===== src/rtl/mem_sched_pkg.sv =====
// Shared types and defaults for the memory access scheduler.
package mem_sched_pkg;

  localparam int DEF_DATA_W = 8;
  localparam int DEF_DEPTH  = 4;

  typedef enum logic [1:0] {
    IDLE  = 2'd0,
    WR    = 2'd1,
    RD    = 2'd2,
    DRAIN = 2'd3
  } state_t;

  typedef enum logic {
    GRANT_WR = 1'b0,
    GRANT_RD = 1'b1
  } grant_t;

endpackage


===== src/rtl/mem_access_scheduler_rr_arbiter.sv =====
// Two-requester round-robin arbiter; one-hot grant {rd, wr}, combinational.
// last_grant resets to read so the first contested grant goes to write.
module rr_arbiter_2
  import mem_sched_pkg::*;
(
  input  logic       i_clk,
  input  logic       i_rst,
  input  logic       i_wr_elig,
  input  logic       i_rd_elig,
  input  logic       i_take,
  output logic [1:0] o_gnt
);

  grant_t r_last_grant;

  always_comb begin
    o_gnt = {i_rd_elig, i_wr_elig};
    if (i_wr_elig && i_rd_elig) begin
      o_gnt = (r_last_grant == GRANT_RD) ? 2'b01 : 2'b10;
    end
  end

  always_ff @(posedge i_clk or negedge i_rst) begin
    if (!i_rst) begin
      r_last_grant <= GRANT_RD;
    end else if (i_take && (o_gnt != 2'b00)) begin
      r_last_grant <= o_gnt[0] ? GRANT_WR : GRANT_RD;
    end
  end

endmodule


===== src/rtl/mem_access_scheduler.sv =====
// Arbitrates one writer and one reader onto a FIFO memory driver, one access per 2 cycles.
// Optional auto-drain on full memory is enabled by defining MEM_SCHED_AUTO_DRAIN_EN.
module mem_access_scheduler
  import mem_sched_pkg::*;
#(
  parameter  int DATA_W = DEF_DATA_W,
  parameter  int DEPTH  = DEF_DEPTH,
  localparam int LVL_W  = $clog2(DEPTH + 1)
) (
  input  logic              i_clk,
  input  logic              i_rst,
  input  logic              i_wr_req,
  input  logic [DATA_W-1:0] i_wr_data,
  output logic              o_wr_ack,
  input  logic              i_rd_req,
  output logic              o_rd_ack,
  output logic              o_mem_wr_en,
  output logic [DATA_W-1:0] o_mem_wr_data,
  output logic              o_mem_rd_en,
  input  logic              i_mem_full,
  input  logic              i_mem_empty,
  output logic [LVL_W-1:0]  o_level,
  output logic              o_err
);

  state_t             r_state;
  state_t             w_next;
  logic [LVL_W-1:0]   r_level;
  logic               r_err;
  logic [DATA_W-1:0]  r_wr_data;
  logic [1:0]         w_gnt;
  logic               w_take;
  logic               w_wr_acc;
  logic               w_rd_acc;
  logic               w_drain_rd;
  logic               w_flag_bad;

`ifdef MEM_SCHED_AUTO_DRAIN_EN
  assign w_take = (r_state == IDLE) && !i_mem_full;
`else
  assign w_take = (r_state == IDLE);
`endif

  rr_arbiter_2 u_arb (
    .i_clk     (i_clk),
    .i_rst     (i_rst),
    .i_wr_elig (i_wr_req && !i_mem_full),
    .i_rd_elig (i_rd_req && !i_mem_empty),
    .i_take    (w_take),
    .o_gnt     (w_gnt)
  );

  always_comb begin
    w_next = r_state;
    case (r_state)
      IDLE: begin
`ifdef MEM_SCHED_AUTO_DRAIN_EN
        if (i_mem_full)    w_next = DRAIN;
        else
`endif
        if (w_gnt[0])      w_next = WR;
        else if (w_gnt[1]) w_next = RD;
      end
      WR:      w_next = IDLE;
      RD:      w_next = IDLE;
      DRAIN:   if (r_level <= LVL_W'(1)) w_next = IDLE;
      default: w_next = IDLE;
    endcase
  end

  assign w_wr_acc   = (r_state == WR);
  assign w_rd_acc   = (r_state == RD);
  assign w_drain_rd = (r_state == DRAIN) && (r_level != '0);
  assign w_flag_bad = (i_mem_full != (r_level == LVL_W'(DEPTH))) ||
                      (i_mem_empty != (r_level == '0));

  always_ff @(posedge i_clk or negedge i_rst) begin
    if (!i_rst) begin
      r_state   <= IDLE;
      r_level   <= '0;
      r_err     <= 1'b0;
      r_wr_data <= '0;
    end else begin
      r_state <= w_next;
      if (r_state == IDLE && w_next == WR) r_wr_data <= i_wr_data;
      if (r_state == IDLE && w_flag_bad)   r_err     <= 1'b1;
      // Saturating count: a gated grant never hits a bound, this only guards bad flags.
      if (w_wr_acc && r_level != LVL_W'(DEPTH)) begin
        r_level <= r_level + 1'b1;
      end else if ((w_rd_acc || w_drain_rd) && r_level != '0) begin
        r_level <= r_level - 1'b1;
      end
    end
  end

  assign o_mem_wr_en   = w_wr_acc;
  assign o_wr_ack      = w_wr_acc;
  assign o_mem_rd_en   = w_rd_acc || w_drain_rd;
  assign o_rd_ack      = w_rd_acc;
  assign o_mem_wr_data = r_wr_data;
  assign o_level       = r_level;
  assign o_err         = r_err;

endmodule


===== config.mk =====
export PLATFORM = sky130hd
export DESIGN_NAME = mem_access_scheduler
export DESIGN_NICKNAME = d
export VERILOG_FILES = /design/src/rtl/mem_sched_pkg.sv /design/src/rtl/mem_access_scheduler_rr_arbiter.sv /design/src/rtl/mem_access_scheduler.sv
export SDC_FILE = /design/constraint.sdc
export NUM_CORES = 1
export LEC_CHECK = 0
export CORE_ASPECT_RATIO = 0.75
export CORE_UTILIZATION = 45
export CTS_CLUSTER_SIZE = 30
export DETAILED_ROUTE_END_ITERATION = 8
export PLACE_DENSITY = 0.8
export SLEW_MARGIN = 20
export SYNTH_ARGS = -nofsm -noshare
export SYNTH_HDL_FRONTEND = slang
export SYNTH_SLANG_ARGS = --single-unit

===== constraint.sdc =====
create_clock -name i_clk -period 3.2 [get_ports i_clk]
set_input_delay 0.64 -clock i_clk [delete_from_list [all_inputs] [get_ports i_clk]]
set_output_delay 0.64 -clock i_clk [all_outputs]
set_load 0.02 [all_outputs]

# Word-level counts from Yosys, hierarchy flattened
# Index checks and enable logic that the tools add are counted.
# W data, S select, Z words.
[classes]
n_addsub = 2
mul = 0
div = 0
magnitude_cmp = 1
eq_ne = 8
shifts = 0
muxes = 9
bitwise = 0
reduce_logical = 19
[ops]
columns = ["op", "count"]
rows = [
  ["$mux W2", 5],
  ["$logic_and A1 B1 Y1", 9],
  ["$mux W3", 2],
  ["$pmux W2 S3", 1],
  ["$eq A2 B1 Y1 const B", 2],
  ["$eq A2 B2 Y1 const B", 2],
  ["$reduce_bool A2 Y1", 2],
  ["$add A3 B1 Y3 const B", 1],
  ["$eq A3 B3 Y1 const B", 1],
  ["$le A3 B1 Y1 const B", 1],
  ["$logic_not A3 Y1", 1],
  ["$ne A3 B3 Y1 const B", 1],
  ["$reduce_bool A3 Y1", 1],
  ["$sub A3 B1 Y3 const B", 1],
  ["$logic_not A1 Y1", 2],
  ["$logic_not A2 Y1", 1],
  ["$logic_or A1 B1 Y1", 2],
  ["$ne A1 B1 Y1", 2],
  ["$reduce_or A2 Y1", 1],
  ["$mux W1", 1],
]
[word_totals]
reg_bits = 15
latch_bits = 0
ram_bits = 0
romBits = 0
out_inout_bits = 16
elab_cells = 44
memories = 0

# Longest topological paths before layout
# Gate-level depths: netlist of the first run.
[depth]
word_depth = 9
depth_mapped = 5

# By module
# From an unflattened synthesis of the first run, not the netlist that was laid out.
[unflattened]
hier_cells = 69
hier_area_um2 = 840.8
[modules_own_cells]
columns = ["module", "n_inst", "cells_each", "area_each_um2", "seq_area_each_um2"]
rows = [
  ["mem_access_scheduler", 1, 63, 784.5, 350.3],
  ["rr_arbiter_2", 1, 6, 56.3, 26.3],
]

# Worst setup path before layout of the first run
# No wires, ideal clock.
[synth_path]
path_type = "reg2out"
start = "reg r_level[0], in the netlist o_level[0]"
end = "out o_mem_rd_en"
t_arrival_ps = 1421
required_ps = 2560
setup_slack_ps = 1139
stages_incl_launch_ff = 5
path_buffers = 0
path_cell_list = "dfrtp_1 inv_1 ha_1 nor2b_1 a21oi_1"
[synth_via]
elab_chain_cells = 3
[synth_rtl]
columns = ["item", "line", "rtl"]
rows = [
  ["start: declaration", "mem_access_scheduler.sv:28", "logic [LVL_W-1:0] r_level;"],
  ["start signal: assignment", "mem_access_scheduler.sv:89", "r_level <= r_level + 1'b1;"],
  ["start signal: assignment", "mem_access_scheduler.sv:91", "r_level <= r_level - 1'b1;"],
  ["$reduce_bool A3 Y1", "mem_access_scheduler.sv:73", "assign w_drain_rd = (r_state == DRAIN) && (r_level != '0);"],
  ["$logic_and A1 B1 Y1", "mem_access_scheduler.sv:73", ""],
  ["$logic_or A1 B1 Y1", "mem_access_scheduler.sv:98", "assign o_mem_rd_en = w_rd_acc || w_drain_rd;"],
  ["end: declaration", "mem_access_scheduler.sv:19", "output logic o_mem_rd_en,"],
]
# No other way between the ends.

# Worst setup path in the final report of the first run
[layout_path]
start = "reg r_level[1], in the netlist o_level[1]"
end = "out o_mem_rd_en"
# Same word-level chain as after synthesis.

==> impl_metrics.ini, run 1 <==
[outcome]
status = finished, final reports clean

[clock_network]
clk_pin_slew_ns = 0.09
clock_latency_ns = 0.29
cts_max_level = 1
postCtsSetupBuffers = 0
ctsResizeCount = 0
cts_hold_buf = 0
cts.path.max_buffers = 2
cts_root_buffer = clkbuf_4
cts_sinks = 15
numCtsBuffers = 3
cts_tree = done

[worst_setup_path]
cp_max_fo = 7
cp-startpoint = o_level[1]
setup.worst_path.end_class = output port
reg2reg_slack_ns = 1.38
critPathArrivalTime_ns = 2.17
worst_r2r_endpoint = o_mem_wr_data[1]
r2r.worst_path.cells = 3
setup.worst_path.end = o_mem_rd_en
crit_required_ns = 2.56
worstSetupPathType = flop to output port
r2r_start = r_state[0]
start_kind = flop

[sta]
finalClockSkew_ns = 0.004217
fin_crit_sh = 0.8776
maxSlewViolCount = 0
fmax_mhz = 356.1
finalHoldViolations = 0
hold_slack_ns = 0.4781
rsz0062_at_grt = no
setup_viol = 0
tns_ns = 0
fin_crit_ns = 2.808
worstMarginPinSlew_ns = 0.6542
slew_headroom = 0.5625

[pwr]
switching_power_mw = 0.3438
pwr-share-seq = 0.358
p_int_mw = 0.5648
ir_drop_mv = 0.5131
p_sw_frac = 0.3784
pwr-share-clk = 0.119
powerDensity_nw_per_um2 = 789.3
power.leakage_nw = 0.5003
p_comb_frac = 0.523

[cells_and_area]
fin_area_sq_um = 1151
area_growth_pct = 36.70
final_layout_size_suffix_gt1_frac = 0.1649
antennaDiodeCount = 0
fill_cells = 133
fin_nets = 116

[yosys]
synthTopCellsByArea = dfrtp_1, mux2_4, ha_1
synth_flop_cell = dfrtp_1
syn_area_per_cell_sq_um = 12.38
netlist.area_leader.share = 0.4160
async_reset_ff_frac = 1.000
ys.warnings.count = 0
synth_top_cell_by_area = dfrtp_1
ys_seq_area_frac = 0.4473
synthCells = 68
synth_nets = 86
synth_edf_count = 0
ys_types = 31
syn_area_sq_um = 842.1
synth_seq_cells = 15

[routing]
top_layer_used = met4
drc = 0
antenna_left = 0
drt_iter0_drc = 5
wl_met2_um = 779
viasPerCell = 5.092
wire_per_inst_um = 14.21
wl_um = 1691
vias = 606
wl_met1_um = 820
first_pass_iters = 4
routed-wl-met3_um = 66

[placement]
portBuffers = 29
dp_hpwl_um = 1245
place.gp.congestion = 0.7950
place_area_sq_um = 1125

[floorplanning]
die-area_sq_um = 2050
core-area_sq_um = 1740
chipHeight_um = 39.46
fp.dieW_um = 51.95
io_pins = 30
start_util = 0.4838
row_count = 13

[flow_run]
cap_violations = 0

[grt]
grt_pass1_vias = 536
grt-ovfl-total = 0
grtUsageTotal = 0.1892
grt_pass1_wl_um = 2594
antenna_found_initial = 0
grt_max_degree = 16

[worst_hold_path]
min_path_type = flop to flop
min_path_cells = 1
[sequential cells by signal, summed over array words and instances, names as in the netlist]
signal / flops
o_err: 1
o_mem_wr_data: 8
r_state: 2
u_arb.r_last_grant: 1
o_level: 3
[metal layers]
| metal | vias up | track usage |
|---|---|---|
| met5 | - | 0 |
| li1 | 294 | - |
| met2 | 15 | 0.2756 |
| met4 | 0 | 0.1014 |
| met1 | 293 | 0.2500 |
| met3 | 4 | 0.05814 |
[how the worst min path moves through the flow]
| stage | start | to | slack, ns |
|---|---|---|---|
| 3_3_place_gp | o_err | o_err | 0.45 |
| 6_report | o_err | o_err | 0.48 |
| 3_5_place_dp | o_err | o_err | 0.46 |
| 5_1_grt | o_err | o_err | 0.51 |
| 4_1_cts | o_err | o_err | 0.48 |
| 2_1_floorplan | i_rst | o_err | 0.34 |
[metrics by stage]
step | setup WS, ns | power, mW | cells | utilization
after global placement | 0.7325 | 0.7896 | 115 | 0.6463
after detailed placement | 0.7233 | 0.8038 | 115 | 0.6463
after global routing | 0.2419 | 0.9726 | 119 | 0.6614
final | 0.3916 | 0.9086 | 119 | 0.6614
after CTS | 0.4017 | 0.9153 | 119 | 0.6614
after floorplan | 1.139 | 0.6208 | 68 | -
[power groups by stage]
stage	combinational, mW	clock [mW]	sequential (mW)
3_5_place_dp	0.477	0	0.326
6_report	0.475	0.108	0.325
2_1_floorplan	0.249	0	0.372
3_3_place_gp	0.464	0	0.325
5_1_grt	0.512	0.126	0.335
4_1_cts	0.479	0.111	0.325
[final cells by class]
class	count	area [sq um]	share of cell area
Clock buffer	4	26.28	0.02283
Inverter	4	15.01	0.01304
Sequential cell	15	376.6	0.3272
Timing Repair Buffer	29	290.3	0.2522
Tap cell	22	27.53	0.02391
Multi-Input combinational cell	45	415.4	0.3609
[synthesized netlist by cell type (all sizes together), types with 2 or more instances]
library cell and n:
inv 4, nand2 2, nor2b 2, buf 4, mux2 9, nand4b 2
o21ai 3, nor3 2, ha 4, mux2i 3, dfrtp 14, nor2 3
[cell usage in the layout (no fill, tap or decap), types with 2 or more instances in the layout]
cell,synthesis,layout
nand2_1,2,2
nor2_1,3,3
nand4b_1,2,2
nor3_1,2,2
dfrtp_1,14,14
inv_1,4,4
clkdlybuf4s50_1,0,29
mux2i_1,3,3
ha_1,4,4
clkbuf_4,0,3
o21ai_0,3,3
mux2_4,8,8
nor2b_1,2,2
[worst max-delay path, cell delays in order (launching register included)]
cell	delay, ns
dfrtp_1	0.43
inv_1	0.14
ha_1	0.30
nor2b_1	0.35
a21oi_1	0.11
clkdlybuf4s50_1	0.55
[cell families (layout without fill, tap and decap cells)]
logic type,after synthesis,count (layout),synth area share
mux,12,12,0.1917
flops,15,15,0.4473
compound gates,11,11,0.09213
buf+inv,8,37,0.05943
fa+ha+maj,4,4,0.05944
xor+xnor,1,1,0.01040
simple gates,17,17,0.1397
(Power assumes the default switching activity.)
==> inputs of run 2 (changes only) <==
==> constraint.sdc (replaced) <==
create_clock -name i_clk -period 3.2 [get_ports i_clk]
set_input_delay 0.96 -clock i_clk [delete_from_list [all_inputs] [get_ports i_clk]]
set_output_delay 0.96 -clock i_clk [all_outputs]
set_load 0.02 [all_outputs]
==> run 2 against run 1 <==
  * Critical path depth unchanged
  * Total power increased by 0.23%
  * Largest cell class unchanged
  * Die area unchanged
  * Core utilization increased by 0.14 points
  * Sequential share of layout area decreased by 0.071 points
  * Register-to-register slack about the same
==> impl_metrics.ini, run 2 (synthesized netlist as in run 1, its figures left out) <==
[clock_network]
clk_pin_slew_ns = 0.09
cts.path.max_buffers = 2
cts_sinks = 15
postCtsSetupBuffers = 0
cts_max_level = 1
clock_latency_ns = 0.29
cts_hold_buf = 0
cts_root_buffer = clkbuf_4
cts_tree = done
ctsResizeCount = 0
numCtsBuffers = 3

[routing]
drt_iter0_drc = 5
wire_per_inst_um = 14.24
first_pass_iters = 4
routed-wl-met3_um = 82
vias = 617
top_layer_used = met4
wl_um = 1695
viasPerCell = 5.185
wl_met2_um = 780
antenna_left = 0
drc = 0
wl_met1_um = 801

[grt]
grtUsageTotal = 0.1892
grt-ovfl-total = 0
grt_pass1_vias = 536
grt_pass1_wl_um = 2594
grt_max_degree = 16
antenna_found_initial = 0

[sta]
tns_ns = 0
finalClockSkew_ns = 0.005458
maxSlewViolCount = 0
fin_crit_ns = 3.054
finalHoldViolations = 0
fin_crit_sh = 0.9545
setup_viol = 0
rsz0062_at_grt = no
fmax_mhz = 327.4
worstMarginPinSlew_ns = 0.6689
hold_slack_ns = 0.4833
slew_headroom = 0.5527

[floorplanning]
core-area_sq_um = 1740
fp.dieW_um = 51.95
row_count = 13
die-area_sq_um = 2050
chipHeight_um = 39.46
start_util = 0.4838
io_pins = 30

[worst_setup_path]
cp_max_fo = 7
critPathArrivalTime_ns = 2.09
setup.worst_path.end_class = output port
worstSetupPathType = flop to output port
start_kind = flop
crit_required_ns = 2.24

[placement]
dp_hpwl_um = 1245
place_inst = 115
portBuffers = 29
place.gp.congestion = 0.7950

[pwr]
ir_drop_mv = 0.5152
powerDensity_nw_per_um2 = 789.5
power.leakage_nw = 0.5009

[worst_hold_path]
min_path_type = flop to flop

[cells_and_area]
fill_cells = 133
final_common_cell = clkdlybuf4s50_1
fin_nets = 116
final_layout_size_suffix_gt1_frac = 0.1753
largest_reg_flops = 8
antennaDiodeCount = 0
final_cell_mix = clkdlybuf4s50_1, dfrtp_1, mux2_4
layout.cells.non_filler = 119
area_growth_pct = 37.00

[outcome]
status = finished, final reports clean

[flow_run]
cap_violations = 0
==> run 2: cell counts in the layout (fill, tap and decap cells not counted) <==
No cell type changed its count.
==> run 2: worst paths after layout <==
kind | start | to | slack (ns) | cells past startpoint
max | o_level[0] | o_mem_rd_en | 0.15 | 5
min | o_err | o_err | 0.48 | 1
max reg2reg | r_state[0] | o_mem_wr_data[1] | 1.38 | 3
min reg2reg | o_err | o_err | 0.48 | 1
max in group asynchronous | i_rst | o_level[0] | 1.70 | 1
min in group asynchronous | i_rst | o_mem_wr_data[7] | 1.07 | 1
==> run 2: worst max-delay path: stages, from the launching register on <==
cell and delay, ns:
dfrtp_1 0.45, inv_1 0.10, ha_1 0.29, nor2b_2 0.21, a21oi_1 0.15, clkdlybuf4s50_1 0.61
==> run 2: through the flow <==
stage / power [mW] / area (sq um) / util / worst slack, ns
after floorplan: 0.6208 / 842.1 / - / 0.8186
after global placement: 0.7896 / 1125 / 0.6463 / 0.4125
after detailed placement: 0.8038 / 1125 / 0.6463 / 0.4033
after CTS: 0.9153 / 1151 / 0.6614 / 0.08169
after global routing: 0.9751 / 1154 / 0.6628 / 0.005881
final: 0.9107 / 1154 / 0.6628 / 0.1457
==> run 2: layout make-up <==
type | instances | area [sq um] | area share
multi-input cells | 45 | 417.9 | 0.3623
flip-flops and latches | 15 | 376.6 | 0.3265
repair buffers | 29 | 290.3 | 0.2516
well taps | 22 | 27.53 | 0.02386
clock buffers | 4 | 26.28 | 0.02278
inverters | 4 | 15.01 | 0.01302
==> run 2: layer usage <==
layer / vias to the layer above / GRT usage
met4: 0 / 0.1014
met5: - / 0
met2: 16 / 0.2756
met3: 5 / 0.05814
met1: 303 / 0.2500
li1: 293 / -
==> run 2: power breakdown <==
group          total, mW  internal (mW)  switching (mW)
sequential         0.326          0.256          0.0708
clock              0.109         0.0485          0.0605
combinational      0.475          0.262           0.213
total              0.911          0.566           0.344
==> inputs of run 3 (changes only) <==
Settings changed: SYNTH_HIERARCHICAL set to 1.
==> run 3 against run 2 <==
  * Clock skew is 0.0049 ns lower
  * Final cell count rose by 1.7%
  * Critical endpoint unchanged
  * Synthesized cell count is 1.5% higher
  * Area after synthesis shrank 0.15%
  * Global-route usage shrank 2.5 points
  * Highest routed layer unchanged
  * Non-clock buffer count did not move
  * Core utilization rose by 0.29 points
  * Worst hold slack gained 0.034 ns
  * Via count shrank 2.6%
==> impl_metrics.ini, run 3 <==
[yosys]
synthTopCellsByArea = dfrtp_1, mux2_4, ha_1
ys_types = 30
synth_flop_cell = dfrtp_1
synth_most_common_cell = dfrtp_1
synth_seq_cells = 15
ys_seq_area_frac = 0.4479
synthCells = 69
synth_commonest_cells = dfrtp_1, mux2_4, ha_1, inv_1, mux2i_1
syn_area_sq_um = 840.8
synth_nets = 87
synth_top_cell_by_area = dfrtp_1
syn_area_per_cell_sq_um = 12.19
synth_edf_count = 0
ys.warnings.count = 6
netlist.area_leader.share = 0.4167
async_reset_ff_frac = 1.000

[clock_network]
cts.path.max_buffers = 2
postCtsSetupBuffers = 0
cts_hold_buf = 0
cts_root_buffer = clkbuf_4
numCtsBuffers = 3
cts_sinks = 15
clock_latency_ns = 0.29
ctsResizeCount = 0
cts_max_level = 1
clk_pin_slew_ns = 0.08
cts_tree = done

[placement]
dp_hpwl_um = 1230
portBuffers = 29
place.gp.congestion = 0.8041

[worst_setup_path]
reg2reg_slack_ns = 1.61
worstSetupPathType = flop to output port
critPathArrivalTime_ns = 2.01
cp_max_fo = 6
r2r.worst_path.cells = 5
r2r_start = o_level[0]
setup.worst_path.end_class = output port
crit_required_ns = 2.24
worst_r2r_endpoint = o_level[1]
start_kind = flop

[pwr]
power.leakage_nw = 0.5060
p_sw_frac = 0.3743
switching_power_mw = 0.3394
powerDensity_nw_per_um2 = 782.6
ir_drop_mv = 0.5672
p_int_mw = 0.5673
pwr-share-seq = 0.359
pwr-share-clk = 0.120
p_comb_frac = 0.521

[cells_and_area]
fin_nets = 118
area_growth_pct = 37.80
fill_cells = 130
largest_reg_flops = 8
antennaDiodeCount = 0
final_common_cell = clkdlybuf4s50_1
final_cell_mix = clkdlybuf4s50_1, dfrtp_1, mux2_4
final_layout_size_suffix_gt1_frac = 0.1616

[sta]
hold_slack_ns = 0.5171
slew_headroom = 0.5762
setup_viol = 0
fmax_mhz = 336.4
worstMarginPinSlew_ns = 0.6337
finalHoldViolations = 0
fin_crit_ns = 2.973
tns_ns = 0
maxSlewViolCount = 0
fin_crit_sh = 0.9289
finalClockSkew_ns = 0.0005710
rsz0062_at_grt = no

[floorplanning]
row_count = 13
start_util = 0.4831
core-area_sq_um = 1740
die-area_sq_um = 2047
io_pins = 30
fp.dieW_um = 51.91
chipHeight_um = 39.44

[routing]
vias = 601
wire_per_inst_um = 12.80
first_pass_iters = 3
drt_iter0_drc = 6
drc = 0
antenna_left = 0
wl_um = 1549
viasPerCell = 4.967

[worst_hold_path]
min_path_cells = 1
min_path_type = flop to flop
min-delay-start = o_mem_wr_data[3]
holdPathEnd = o_mem_wr_data[3]

[grt]
grt_pass1_wl_um = 2318
grt_pass1_vias = 532
grt_max_degree = 16
antenna_found_initial = 0
grtUsageTotal = 0.1640
grt-ovfl-total = 0

[outcome]
status = finished, final reports clean

[flow_run]
cap_violations = 0
## run 3: cell type report
type	count	area [sq um]	share of cell area
clock buffers	4	26.28	0.02268
repair buffers	29	290.3	0.2505
well taps	22	27.53	0.02376
flip-flops and latches	15	376.6	0.3251
inverters	4	15.01	0.01296
multi-input cells	47	422.9	0.3650
## run 3: worst max-delay path by stage
| stage | startpoint | end |
|---|---|---|
| floorplan | o_level[0] | o_mem_rd_en |
| global placement | o_level[0] | o_mem_rd_en |
| detailed placement | o_level[0] | o_mem_rd_en |
| CTS | o_level[0] | o_mem_rd_en |
| global route | o_level[0] | o_mem_rd_en |
| finish | o_level[1] | o_mem_rd_en |
## run 3: kinds of logic after synthesis
group | share of synthesized area
AND/OR/NAND/NOR | 0.1146
flip-flops | 0.4479
AO/OA/AOI/OAI | 0.1146
multiplexers | 0.2039
buffers and inverters | 0.04910
adder cells (fa/ha/maj) | 0.05953
XOR/XNOR | 0.01042
## run 3: power groups by stage
| stage | Clock [mW] | Sequential [mW] | Combinational, mW |
|---|---|---|---|
| global placement | 0 | 0.324 | 0.464 |
| global route | 0.120 | 0.339 | 0.508 |
| finish | 0.109 | 0.326 | 0.472 |
| floorplan | 0 | 0.385 | 0.231 |
| CTS | 0.112 | 0.326 | 0.474 |
| detailed placement | 0 | 0.331 | 0.470 |
## run 3: layer usage
layer	track usage	up-vias	routed length (um)
li1	-	296	-
met1	0.2080	292	767
met2	0.2660	10	719
met3	0.05814	3	45
met4	0.04054	0	17
met5	0	-	0
## run 3: metrics by stage
step | instances | util | power [mW] | worst slack, ns | instance area, sq um
2_1_floorplan | 69 | - | 0.6154 | 1.020 | 840.8
3_3_place_gp | 117 | 0.6506 | 0.7875 | 0.6145 | 1132
3_5_place_dp | 117 | 0.6506 | 0.8009 | 0.5583 | 1132
4_1_cts | 121 | 0.6657 | 0.9122 | 0.2331 | 1159
5_1_grt | 121 | 0.6657 | 0.9674 | 0.1090 | 1159
6_report | 121 | 0.6657 | 0.9067 | 0.2274 | 1159
## run 3: worst max-delay path: stages, from the launching register on
cell	delay, ns
dfrtp_1	0.43
inv_1	0.14
ha_1	0.27
nand2b_1	0.15
o21a_1	0.20
clkdlybuf4s50_1	0.53
